## src/rtl/fifo_tx_scheduler.sv

```systemverilog
// fifo_tx_scheduler: pops 32-bit debug words from a FIFO and hands them LSB byte first to a UART TX.
// Optional feature macro TX_CHECKSUM_EN appends a running XOR checksum byte after every END_WORD frame.
module fifo_tx_scheduler #(
  parameter logic [31:0] END_WORD = 32'h656E6464
) (
  input  logic        i_clk,
  input  logic        i_reset,
  input  logic        i_fifo_empty,
  input  logic [31:0] i_fifo_data,
  output logic        o_fifo_rd_en,
  output logic        o_tx_start,
  output logic [7:0]  o_tx_data,
  input  logic        i_tx_done,
  output logic        o_busy,
  output logic        o_frame_done,
  output logic [15:0] o_words_sent
);

`ifdef TX_CHECKSUM_EN
  typedef enum logic [2:0] {IDLE, RD, LATCH, SEND, WAIT, CHK_SEND, CHK_WAIT} state_t;
`else
  typedef enum logic [2:0] {IDLE, RD, LATCH, SEND, WAIT} state_t;
`endif

  state_t      state_q, state_d;
  logic [31:0] word_q, word_d;
  logic [1:0]  byte_idx_q, byte_idx_d;
  logic        rd_en_q, rd_en_d;
  logic        tx_start_q, tx_start_d;
  logic [7:0]  tx_data_q, tx_data_d;
  logic        busy_q, busy_d;
  logic        frame_done_q, frame_done_d;
  logic [15:0] words_sent_q, words_sent_d;
  logic [7:0]  cur_byte;
`ifdef TX_CHECKSUM_EN
  logic [7:0]  chk_q, chk_d;
`endif

  assign cur_byte = word_q[{byte_idx_q, 3'b000} +: 8];

  always_comb begin
    // NOTE: every signal gets a default before the case so no path leaves it unassigned (no latches).
    state_d      = state_q;
    word_d       = word_q;
    byte_idx_d   = byte_idx_q;
    rd_en_d      = 1'b0;
    tx_start_d   = 1'b0;
    tx_data_d    = tx_data_q;
    frame_done_d = 1'b0;
    words_sent_d = words_sent_q;
`ifdef TX_CHECKSUM_EN
    chk_d        = chk_q;
`endif

    case (state_q)
      IDLE: begin
        if (!i_fifo_empty) begin
          rd_en_d = 1'b1;
          state_d = RD;
        end
      end
      RD: state_d = LATCH;
      LATCH: begin
        word_d     = i_fifo_data;
        byte_idx_d = 2'd0;
        state_d    = SEND;
      end
      SEND: begin
        tx_data_d  = cur_byte;
        tx_start_d = 1'b1;
`ifdef TX_CHECKSUM_EN
        chk_d      = chk_q ^ cur_byte;
`endif
        state_d    = WAIT;
      end
      WAIT: begin
        if (i_tx_done) begin
          if (byte_idx_q != 2'd3) begin
            byte_idx_d = byte_idx_q + 2'd1;
            state_d    = SEND;
          end else if (word_q == END_WORD) begin
`ifdef TX_CHECKSUM_EN
            // The word is only counted once its trailing checksum byte has gone out.
            state_d      = CHK_SEND;
`else
            words_sent_d = words_sent_q + 16'd1;
            frame_done_d = 1'b1;
            state_d      = IDLE;
`endif
          end else begin
            words_sent_d = words_sent_q + 16'd1;
            state_d      = IDLE;
          end
        end
      end
`ifdef TX_CHECKSUM_EN
      CHK_SEND: begin
        tx_data_d  = chk_q;
        tx_start_d = 1'b1;
        state_d    = CHK_WAIT;
      end
      CHK_WAIT: begin
        if (i_tx_done) begin
          words_sent_d = words_sent_q + 16'd1;
          frame_done_d = 1'b1;
          chk_d        = 8'h00;
          state_d      = IDLE;
        end
      end
`endif
      default: state_d = IDLE;
    endcase

    busy_d = (state_d != IDLE);
  end

  // NOTE: state uses non-blocking assignments so every flop samples the pre-edge values of the others.
  always_ff @(posedge i_clk) begin
    if (i_reset) begin
      state_q      <= IDLE;
      // NOTE: the word register is reset too, so a discarded word can never leak into a later byte.
      word_q       <= '0;
      byte_idx_q   <= '0;
      rd_en_q      <= 1'b0;
      tx_start_q   <= 1'b0;
      tx_data_q    <= '0;
      busy_q       <= 1'b0;
      frame_done_q <= 1'b0;
      words_sent_q <= '0;
`ifdef TX_CHECKSUM_EN
      chk_q        <= '0;
`endif
    end else begin
      state_q      <= state_d;
      word_q       <= word_d;
      byte_idx_q   <= byte_idx_d;
      rd_en_q      <= rd_en_d;
      tx_start_q   <= tx_start_d;
      tx_data_q    <= tx_data_d;
      busy_q       <= busy_d;
      frame_done_q <= frame_done_d;
      words_sent_q <= words_sent_d;
`ifdef TX_CHECKSUM_EN
      chk_q        <= chk_d;
`endif
    end
  end

  assign o_fifo_rd_en = rd_en_q;
  assign o_tx_start   = tx_start_q;
  assign o_tx_data    = tx_data_q;
  assign o_busy       = busy_q;
  assign o_frame_done = frame_done_q;
  assign o_words_sent = words_sent_q;

endmodule
```

## config.mk

```make
export PLATFORM = sky130hd
export DESIGN_NAME = fifo_tx_scheduler
export DESIGN_NICKNAME = d
export VERILOG_FILES = /design/src/rtl/fifo_tx_scheduler.sv
export SDC_FILE = /design/constraint.sdc
export NUM_CORES = 1
export LEC_CHECK = 0
export ABC_AREA = 1
export CAP_MARGIN = 20
export CORE_MARGIN = 1.5
export CORE_UTILIZATION = 40
export CTS_BUF_LIST = sky130_fd_sc_hd__clkbuf_4 sky130_fd_sc_hd__clkbuf_8
export CTS_CLUSTER_DIAMETER = 150
export DETAILED_ROUTE_END_ITERATION = 12
export PLACE_DENSITY = 0.68
export SYNTH_ARGS = -nofsm -noshare
export SYNTH_HDL_FRONTEND = slang
export SYNTH_SLANG_ARGS = --single-unit
export TNS_END_PERCENT = 10
```

## constraint.sdc

```tcl
create_clock -name i_clk -period 1.4 [get_ports i_clk]
set_input_delay 0.28 -clock i_clk [delete_from_list [all_inputs] [get_ports i_clk]]
set_output_delay 0.28 -clock i_clk [all_outputs]
set_load 0.02 [all_outputs]
```

==> impl_metrics.ini, run 1 <==
[min_path]
whs_endpoint = word_q[10]
worstHoldStart = word_q[10]
holdPathStages = 2
hp-class = register to register

[global_route]
grt_start_max_net_pins = 41
first_global_vias = 2609
grt-ovfl-total = 0
grt.total_usage = 0.191
global_route_wire_length_before_repair_mm = 11.4
antenna_found_initial = 0

[floorplan]
core_region_area_um2 = 6940
die-width_um = 88.5
io_pins = 64
fp-row-count = 30
initial_core_util = 0.421
vert_die_dim_um = 88.5
die_area_um2 = 7830

[timing]
final_period_utilization = 0.966
hold_viol_final = 0
fmax_ghz = 0.739
max_slew_vio_count = 0
rsz0062_at_grt = true
finalCriticalPeriod_ps = 1350
timing_worst_slew_pin_value_ps = 276
slew_headroom = 0.815
setup_violations = 0
post_route_clock_skew_ps = 6.48

[power_and_ir_drop]
powerDensity_nw_per_um2 = 1060
leakage_uw = 0.00174
power.ir.vdd_worst_mv = 0.486

[clocking]
worst_skew_pair.late_latency_ps = 350
clock_tree.htree_level_count = 3
tritoncts = yes
clock_tree.buffer_depth = 2
numClockSinks = 65
tritoncts.num_buffers = 9
worst_setup_hold_path_clk_slew_ps = 70
cts_root_buffer = clkbuf_8

[yosys]
syn_area_um2 = 2920
synth_area_per_cell_um2 = 7.11
number_of_enable_type_register_cells_in_the_synthesized_netlist = 0
yosysWarningCount = 0
syn_inst = 411
ys_async_sr_fraction = 0
mapped_nets = 449
dominant_synthesized_flop_cell = dfxtp_1
ys_types = 27
ys_seq_elements = 65
synth_seq_area_share = 0.445

[worst_setup_path]
start_kind = register
path_max_fanout = 5
worstSetupPathType = register to output pin
cp_data_required_time_ps = 1120
timing.critical_path.buf_inv = 1
critical_path.cell_chain = clkdlybuf4s15_1
r2r_end = o_words_sent[2]
cp-end-kind = output pin
critPathSlowestCell = dfxtp_1
total_number_of_cells_along_the_worst_setup_path = 1
worst_ep_arrival_time_ps = 1070
path_delay_family = flip-flops
reg2regPathDepth = 8
r2r-start = byte_idx_q[0]
max_stage_delay_ps = 400
reg2reg_setup_slack_ps = 70

[drt]
route.detailed.wl_per_inst_um = 11.9
drt-initial-drc-count = 143
drt-pass1-iter-count = 4
drc = 0
antenna_left = 0
routed_wl_mm = 7.00
viasPerCell = 4.80
route.vias.total = 2822

[placed_design]
dp_hpwl_mm = 5.12
placedCellCount = 570
detailed_place.area_um2 = 3740
place_congestion = 0.861
portBuffers = 63

[status]
status = finished clean

[final_layout]
finish.cell_count_without_fillers = 588
antenna-diode-count = 0
share_of_final_layout_standard_cells_stronger_than_drive_strength_1 = 0.120
final_common_cell = dfxtp_1
most-common-layout-cells = dfxtp_1, inv_1, o21ai_0, a21oi_1, nor2_1
layout.nets = 525
post-route-util = 0.568
post-route-cell-area_um2 = 3950
area_growth_pct = 35.0

[run]
number_of_max_capacitance_violations_reported = 0
logic make-up (layout without fill, tap and decap cells):
logic type	count (synthesis)	count (layout)	synth area share
flip-flops	65	65	0.445
adder cells (fa/ha/maj)	2	2	0.00856
buffers and inverters	82	162	0.121
AO/OA/AOI/OAI	116	116	0.207
AND/OR/NAND/NOR	146	147	0.219
through the flow:
| stage | hold WS, ps | TNS (ps) | setup WS (ps) | power, µW |
|---|---|---|---|---|
| floorplan | 415 | 0 | 40.0 | 2490 |
| global placement | 453 | -3210 | -174 | 2740 |
| detailed placement | 461 | -3650 | -195 | 2760 |
| CTS | 470 | -15.4 | -15.4 | 4210 |
| global route | 497 | -73.5 | -39.1 | 4380 |
| finish | 472 | 0 | 47.6 | 4180 |
per-layer routing:
layer	GRT usage	up-vias	part of all wire	wire length, µm
met4	0.0994	0	0.025	172
met2	0.320	67	0.46	3220
met5	0	-	0	0
met3	0.0373	13	0.042	296
li1	-	1479	-	-
met1	0.233	1263	0.47	3310
registers in the layout (all words and copies together) (netlist names):
register and count:
o_fifo_rd_en 1, state_q 3, o_frame_done 1, byte_idx_q 2, word_q 32, o_busy 1
o_words_sent 16, o_tx_start 1, o_tx_data 8
worst max-delay path by stage:
stage                                start                to  slack (ps)
after CTS                  o_words_sent[0]  o_words_sent[14]         -20
after global placement           i_tx_done  o_words_sent[15]        -170
final                     o_words_sent[11]  o_words_sent[11]          50
after floorplan            o_words_sent[1]  o_words_sent[12]          40
after global routing         byte_idx_q[0]      o_frame_done         -40
after detailed placement         i_tx_done   o_words_sent[9]        -190
tightest hold or removal path: cells and delay by family, from the launching register on:
family	cells	cell delay [ps]
AOI/OAI and AO/OA	1	50
buffers and inverters	1	60
DFF	1	310
synth_stat cells (2+ instances only):
| library cell | count | area share |
|---|---|---|
| dfxtp_1 | 65 | 0.45 |
| nor2_4 | 2 | 0.0077 |
| buf_2 | 9 | 0.015 |
| a21o_1 | 2 | 0.0051 |
| nand3_1 | 16 | 0.027 |
| nand4_1 | 6 | 0.013 |
| o211ai_1 | 6 | 0.015 |
| nand2_1 | 53 | 0.068 |
| nor2_1 | 54 | 0.069 |
| nor3_1 | 10 | 0.017 |
| ha_1 | 2 | 0.0086 |
| inv_1 | 59 | 0.076 |
| a21oi_1 | 52 | 0.089 |
| buf_6 | 2 | 0.0077 |
| buf_4 | 2 | 0.0051 |
| o21ai_0 | 54 | 0.092 |
| clkbuf_1 | 7 | 0.0090 |
power breakdown:
| group | internal [µW] | switching [µW] |
|---|---|---|
| logic | 268 | 348 |
| registers | 2000 | 85.7 |
| clock network | 771 | 704 |
cell type report:
type / instances / area (µm²)
tap: 96 / 120
inverter: 60 / 225
sequential: 65 / 1310
timing repair buffer: 86 / 798
fill: 664 / 3000
clock inverter: 3 / 15.0
multi-input combinational: 265 / 1310
clock buffer: 13 / 166
repair_timing:
| item | CTS | global route |
|---|---|---|
| pin swaps | 0 | 2 |
| hold buffers | 0 | 0 |
| gates resized for setup | 31 | 21 |
| endpoints found under the setup margin | 31 | 22 |
| gates cloned | 0 | 1 |
| setup buffers | 0 | 1 |
(Power assumes the default switching activity.)
==> inputs of run 2 (changes only) <==
--- a/config.mk
+++ b/config.mk
@@ -5,14 +5,14 @@
 export SDC_FILE = /design/constraint.sdc
 export NUM_CORES = 1
 export LEC_CHECK = 0
-export ABC_AREA = 1
+export ABC_AREA = 0
 export CAP_MARGIN = 20
 export CORE_MARGIN = 1.5
 export CORE_UTILIZATION = 40
 export CTS_BUF_LIST = sky130_fd_sc_hd__clkbuf_4 sky130_fd_sc_hd__clkbuf_8
 export CTS_CLUSTER_DIAMETER = 150
 export DETAILED_ROUTE_END_ITERATION = 12
-export PLACE_DENSITY = 0.68
+export PLACE_DENSITY = 0.69
 export SYNTH_ARGS = -nofsm -noshare
 export SYNTH_HDL_FRONTEND = slang
 export SYNTH_SLANG_ARGS = --single-unit
==> run 2 against run 1 <==
  * The run now ends with negative setup slack left
  * Cell count is 16% lower
  * Clock-buffer cell count shrank 2
  * Register-to-register slack worse by 230 ps
  * Hold slack got worse by 230 ps
  * Via count down 9.5%
  * Non-clock buffer count is 14 higher
  * Global-route usage grew 0.30 points
  * Flip-flop and latch count unchanged
  * Sequential power shrank 6%
==> impl_metrics.ini, run 2 <==
[drt]
drt-pass1-iter-count = 4
route.vias.total = 2554
antenna_left = 0
routed_wl_mm = 7.08
viasPerCell = 5.18
route.detailed.wl_per_inst_um = 14.4
drt-initial-drc-count = 117
drc = 0

[power_and_ir_drop]
leakage_uw = 0.00156
cell_internal_pwr_uw = 3400
power.total_uw = 4390
power.ir.vdd_worst_mv = 0.572
share_clk_of_total_power = 0.447
swShare = 0.225
share_seq_of_total_power = 0.450
share_comb_of_total_power = 0.103
switchingPower_uw = 985
powerDensity_nw_per_um2 = 1090

[timing]
finalWorstSetupSlack_ps = -159
final_period_utilization = 1.11
finalCriticalPeriod_ps = 1560
post_route_clock_skew_ps = 8.80
hold_viol_final = 0
setup_violations = 14
slew_headroom = 0.662
rsz0062_at_grt = true
timing.setup.tns_ps = -891
fmax_ghz = 0.641
timing_worst_slew_pin_value_ps = 508
max_slew_vio_count = 0

[global_route]
grt_start_max_net_pins = 47
grt.total_usage = 0.194
global_route_wire_length_before_repair_mm = 11.3
first_global_vias = 2452
grt-ovfl-total = 0
antenna_found_initial = 0

[min_path]
hp-class = primary input to register
holdPathStages = 2

[yosys]
syn_area_um2 = 2780
yosysTopAreaCellShare = 0.468
synth_seq_area_share = 0.468
yosys-top-cells-area = dfxtp_1, nand2_1, a21oi_1
fraction_of_synthesized_area_in_multiplexers = 0.0725
yosys.cell_count.top_type = nand2_1
main_combinational_cell_family_by_area_after_synthesis = simple AND/OR/NAND/NOR gates
mapped_nets = 355
dominant_synthesized_flop_cell = dfxtp_1
syn_inst = 317
synthAdderAreaFrac = 0.00900
ys_types = 47
synth_simple_gate_area_frac = 0.267
ys_async_sr_fraction = 0
synth_commonest_cells = nand2_1, dfxtp_1, a21oi_1
number_of_enable_type_register_cells_in_the_synthesized_netlist = 0
ys_seq_elements = 65
synth-compound-area-share = 0.127
yosysWarningCount = 0
synth-xor-area-share = 0.0221
synth_area_per_cell_um2 = 8.77
synthDominantAreaCellType = dfxtp_1

[final_layout]
share_of_final_layout_standard_cells_stronger_than_drive_strength_1 = 0.232
filler_cell_count = 602
layout.nets = 446
multi_input_area_um2 = 1450
final_common_cell = nand2_1
largest_register = word_q
finish.cell_count_without_fillers = 493
flip_flop_count_of_the_largest_register_after_layout = 32
layout.area.seq_um2 = 1330
antenna-diode-count = 0
most-common-layout-cells = nand2_1, dfxtp_1, a21oi_1
post-route-util = 0.598
area_growth_pct = 45.3

[clocking]
tritoncts = yes
worst_skew_pair.late_latency_ps = 340
tritoncts.num_buffers = 9
cts_root_buffer = clkbuf_8
cts_hold_buffers = 0
clock_tree.buffer_depth = 2
worst_setup_hold_path_clk_slew_ps = 70
numClockSinks = 65
clock_tree.htree_level_count = 3

[placed_design]
placedCellCount = 474
dp_hpwl_mm = 4.98
portBuffers = 63
place_congestion = 0.810

[floorplan]
io_pins = 64
initial_core_util = 0.411
die_area_um2 = 7460
die-width_um = 86.4
fp-row-count = 30
vert_die_dim_um = 86.4
core_region_area_um2 = 6760

[worst_setup_path]
cp-end-kind = register
worstSetupPathType = register to register
cp_data_required_time_ps = 1670
reg2regPathDepth = 5
path_max_fanout = 5
start_kind = register
worst_ep_arrival_time_ps = 1830

[status]
violations_in_the_final_reports = negative setup slack
status = finished, violations left

[run]
number_of_max_capacitance_violations_reported = 0
## run 2: cell types whose count changed after synthesis, moves of 8 or more
| cell | before | now |
|---|---|---|
| o21ai_0 | 54 | 3 |
| mux4_2 | 0 | 8 |
| nor3_1 | 10 | 2 |
| nor2_1 | 54 | 13 |
| nand2_1 | 53 | 85 |
| inv_1 | 59 | 3 |
| nand3_1 | 16 | 6 |
## run 2: power by group through the flow
stage | Sequential [µW] | Clock (µW) | Combinational, µW
after floorplan | 2000 | 0 | 236
after global placement | 2010 | 0 | 441
after detailed placement | 2010 | 0 | 447
after CTS | 1970 | 1970 | 447
after global routing | 1980 | 2060 | 494
final | 1970 | 1960 | 454
## run 2: kinds of logic (layout without fill, tap and decap cells)
kind of cell | after synthesis | after routing
adder cells (fa/ha/maj) | 2 | 2
XOR/XNOR | 7 | 7
AO/OA/AOI/OAI | 64 | 64
flip-flops | 65 | 65
multiplexers | 10 | 10
AND/OR/NAND/NOR | 146 | 146
buffers and inverters | 23 | 119
## run 2: area by class of cell
cell class | count | area share
multi-input cells | 229 | 0.360
flip-flops and latches | 65 | 0.329
repair buffers | 100 | 0.222
clock buffers | 11 | 0.0359
clock inverters | 5 | 0.0254
well taps | 80 | 0.0248
inverters | 3 | 0.00279
## run 2: worst paths after layout
kind	startpoint	end	slack, ps
max	byte_idx_q[0]	byte_idx_q[0]	-160
min	i_reset	o_words_sent[4]	240
max reg2reg	byte_idx_q[0]	byte_idx_q[0]	-160
min reg2reg	o_tx_data[2]	o_tx_data[2]	450
## run 2: routing by layer
layer	GRT usage	share of wire	vias to the layer above
li1	-	-	1293
met5	0	0	-
met4	0.0792	0.015	0
met3	0.0324	0.048	10
met1	0.258	0.47	1197
met2	0.314	0.47	54
## run 2: critical path: stages, from the launching register on
cell,delay [ps]
dfxtp_2,340
ha_4,170
or4bb_1,500
mux2_2,280
a2bb2oi_1,130
nor2_1,80
## run 2: stage by stage
step	area, µm²	hold WS [ps]	setup WS (ps)
2_1_floorplan	2820	359	-152
3_3_place_gp	3730	448	-437
3_5_place_dp	3730	450	-474
4_1_cts	3980	240	-164
5_1_grt	4040	253	-202
6_report	4040	238	-159
## run 2: timing repair
| action | in CTS | in global routing |
|---|---|---|
| cloned | 0 | 0 |
| pin swaps | 4 | 2 |
| buffers inserted | 0 | 3 |
| setup endpoints to repair | 80 | 57 |
| gates resized for setup | 41 | 19 |
==> inputs of run 3 (changes only) <==
--- a/config.mk
+++ b/config.mk
@@ -6,13 +6,12 @@
 export NUM_CORES = 1
 export LEC_CHECK = 0
 export ABC_AREA = 0
-export CAP_MARGIN = 20
+export CAP_MARGIN = 10
 export CORE_MARGIN = 1.5
-export CORE_UTILIZATION = 40
+export CORE_UTILIZATION = 30
 export CTS_BUF_LIST = sky130_fd_sc_hd__clkbuf_4 sky130_fd_sc_hd__clkbuf_8
 export CTS_CLUSTER_DIAMETER = 150
 export DETAILED_ROUTE_END_ITERATION = 12
-export PLACE_DENSITY = 0.69
 export SYNTH_ARGS = -nofsm -noshare
 export SYNTH_HDL_FRONTEND = slang
 export SYNTH_SLANG_ARGS = --single-unit
==> run 3 against run 2 <==
  * The flow still finishes with violations (negative setup slack)
  * Setup slack worse by 10 ps
  * Critical path depth unchanged
  * Via count about the same
  * Clock-buffer cell count up 1
  * Utilization down 15 points
  * Cell count up 5.9%
  * Clock skew down 2.8 ps
  * Die area up 32%
  * Maximum frequency down 0.66%
  * Final area down 1.2%
  * Routed wire length up 3.7%
  * Clock power down 31%
  * Critical path type unchanged
  * Critical endpoint unchanged
  * Highest routed layer unchanged
==> impl_metrics.ini, run 3 (same netlist as run 2, synthesis figures left out) <==
[status]
status = finished, violations left
violations_in_the_final_reports = negative setup slack

[worst_setup_path]
reg2reg_setup_slack_ps = -170
critical_path.cell_chain = ha_4, or4bb_1, mux2_2, a2bb2oi_1, nor2_1
r2r_end = byte_idx_q[0]
path_delay_family = simple AND/OR/NAND/NOR gates
start_kind = register
reg2regPathDepth = 5
worst_ep_arrival_time_ps = 1840
launching_element_of_the_worst_setup_path = byte_idx_q[0]
path_max_fanout = 5
critPathSlowestCell = or4bb_1
timing.critical_path.buf_inv = 0
cp-end-kind = register
worstSetupPathType = register to register
r2r-start = byte_idx_q[0]
cp_data_required_time_ps = 1670
max_stage_delay_ps = 500

[global_route]
grt-ovfl-total = 0
global_route_wire_length_before_repair_mm = 12.1
antenna_found_initial = 0
grt_start_max_net_pins = 41
first_global_vias = 2546
grt.total_usage = 0.154

[final_layout]
antenna-diode-count = 0
largest_register = word_q
area_growth_pct = 43.6
flip_flop_count_of_the_largest_register_after_layout = 32
share_of_final_layout_standard_cells_stronger_than_drive_strength_1 = 0.232
final_common_cell = nand2_1
layout.nets = 450
post-route-cell-area_um2 = 3990
most-common-layout-cells = nand2_1, dfxtp_1, a21oi_1

[timing]
timing.setup.tns_ps = -1220
slew_headroom = 0.728
setup_violations = 11
timing.hold.ws_ps = 264
timing_worst_slew_pin_value_ps = 408
max_slew_vio_count = 0
hold_viol_final = 0
finalWorstSetupSlack_ps = -169
post_route_clock_skew_ps = 6.05
rsz0062_at_grt = true
finalCriticalPeriod_ps = 1570
fmax_ghz = 0.637
final_period_utilization = 1.12

[floorplan]
vert_die_dim_um = 99.2
fp-row-count = 34
io_pins = 64
die-width_um = 99.2
die_area_um2 = 9850
initial_core_util = 0.314
core_region_area_um2 = 8850

[run]
number_of_max_capacitance_violations_reported = 0

[clocking]
worst_setup_hold_path_clk_slew_ps = 60
worst_skew_pair.late_latency_ps = 330
tritoncts = yes
numClockSinks = 65
clock_tree.buffer_depth = 2
cts_root_buffer = clkbuf_8
tritoncts.num_buffers = 9
clock_tree.htree_level_count = 3

[drt]
antenna_left = 0
drt-initial-drc-count = 104
drc = 0
drt-pass1-iter-count = 4
route.detailed.wl_per_inst_um = 14.1
route.vias.total = 2556
routed_wl_mm = 7.34
viasPerCell = 4.90

[power_and_ir_drop]
leakage_uw = 0.00155
power.total_uw = 3770
powerDensity_nw_per_um2 = 945
power.ir.vdd_worst_mv = 0.337

[placed_design]
dp_hpwl_mm = 5.37
place_congestion = 0.763
pre_cts_slack_ps = -494
portBuffers = 63
detailed_place.area_um2 = 3780

[min_path]
holdPathStages = 2
worstHoldStart = i_reset
hp-class = primary input to register
whs_endpoint = state_q[1]
run 3: changes by cell type in the layout (fill, tap and decap cells not counted), moves of 2 or more:
cell / previous run / this run
a21oi_1: 44 / 48
a21oi_2: 5 / 1
buf_4: 35 / 39
bufinv_16: 3 / 0
clkdlybuf4s15_1: 8 / 6
run 3: layout make-up:
type / count / area [µm²]
Fill cell: 910 / 4860
Multi-Input combinational cell: 229 / 1430
Sequential cell: 65 / 1330
Timing Repair Buffer: 104 / 927
Clock buffer: 12 / 153
Tap cell: 108 / 135
Inverter: 3 / 11.3
Clock inverter: 1 / 5.00
run 3: worst max-delay path by stage:
stage	end	depth (start not counted)
2_1_floorplan	o_words_sent[14]	5
3_3_place_gp	o_words_sent[10]	5
3_5_place_dp	o_words_sent[10]	5
4_1_cts	o_busy	6
5_1_grt	byte_idx_q[0]	5
6_report	byte_idx_q[0]	5
run 3: metrics by stage:
step	std cells	util
floorplan	317	-
global placement	504	0.427
detailed placement	504	0.427
CTS	517	0.442
global route	522	0.451
finish	522	0.451
run 3: power breakdown:
group / switching (µW) / internal [µW] / leakage, µW
Sequential: 58.3 / 1910 / 0.000534
Clock: 654 / 699 / 0.0000850
Combinational: 208 / 236 / 0.000931
Total: 921 / 2850 / 0.00155
run 3: repair_timing:
item                       4_1_cts  5_1_grt
gates cloned                     0        0
setup endpoints to repair       41       45
pin swaps                        4        5
hold buffers                     0        0
setup buffers                    0        5
resized for setup               36       22
run 3: per-layer routing:
| layer | part of all wire | vias up | track usage |
|---|---|---|---|
| met5 | 0 | - | 0 |
| met4 | 0.014 | 0 | 0.0553 |
| met3 | 0.026 | 10 | 0.0232 |
| met2 | 0.46 | 46 | 0.243 |
| met1 | 0.50 | 1202 | 0.215 |
| li1 | - | 1298 | - |
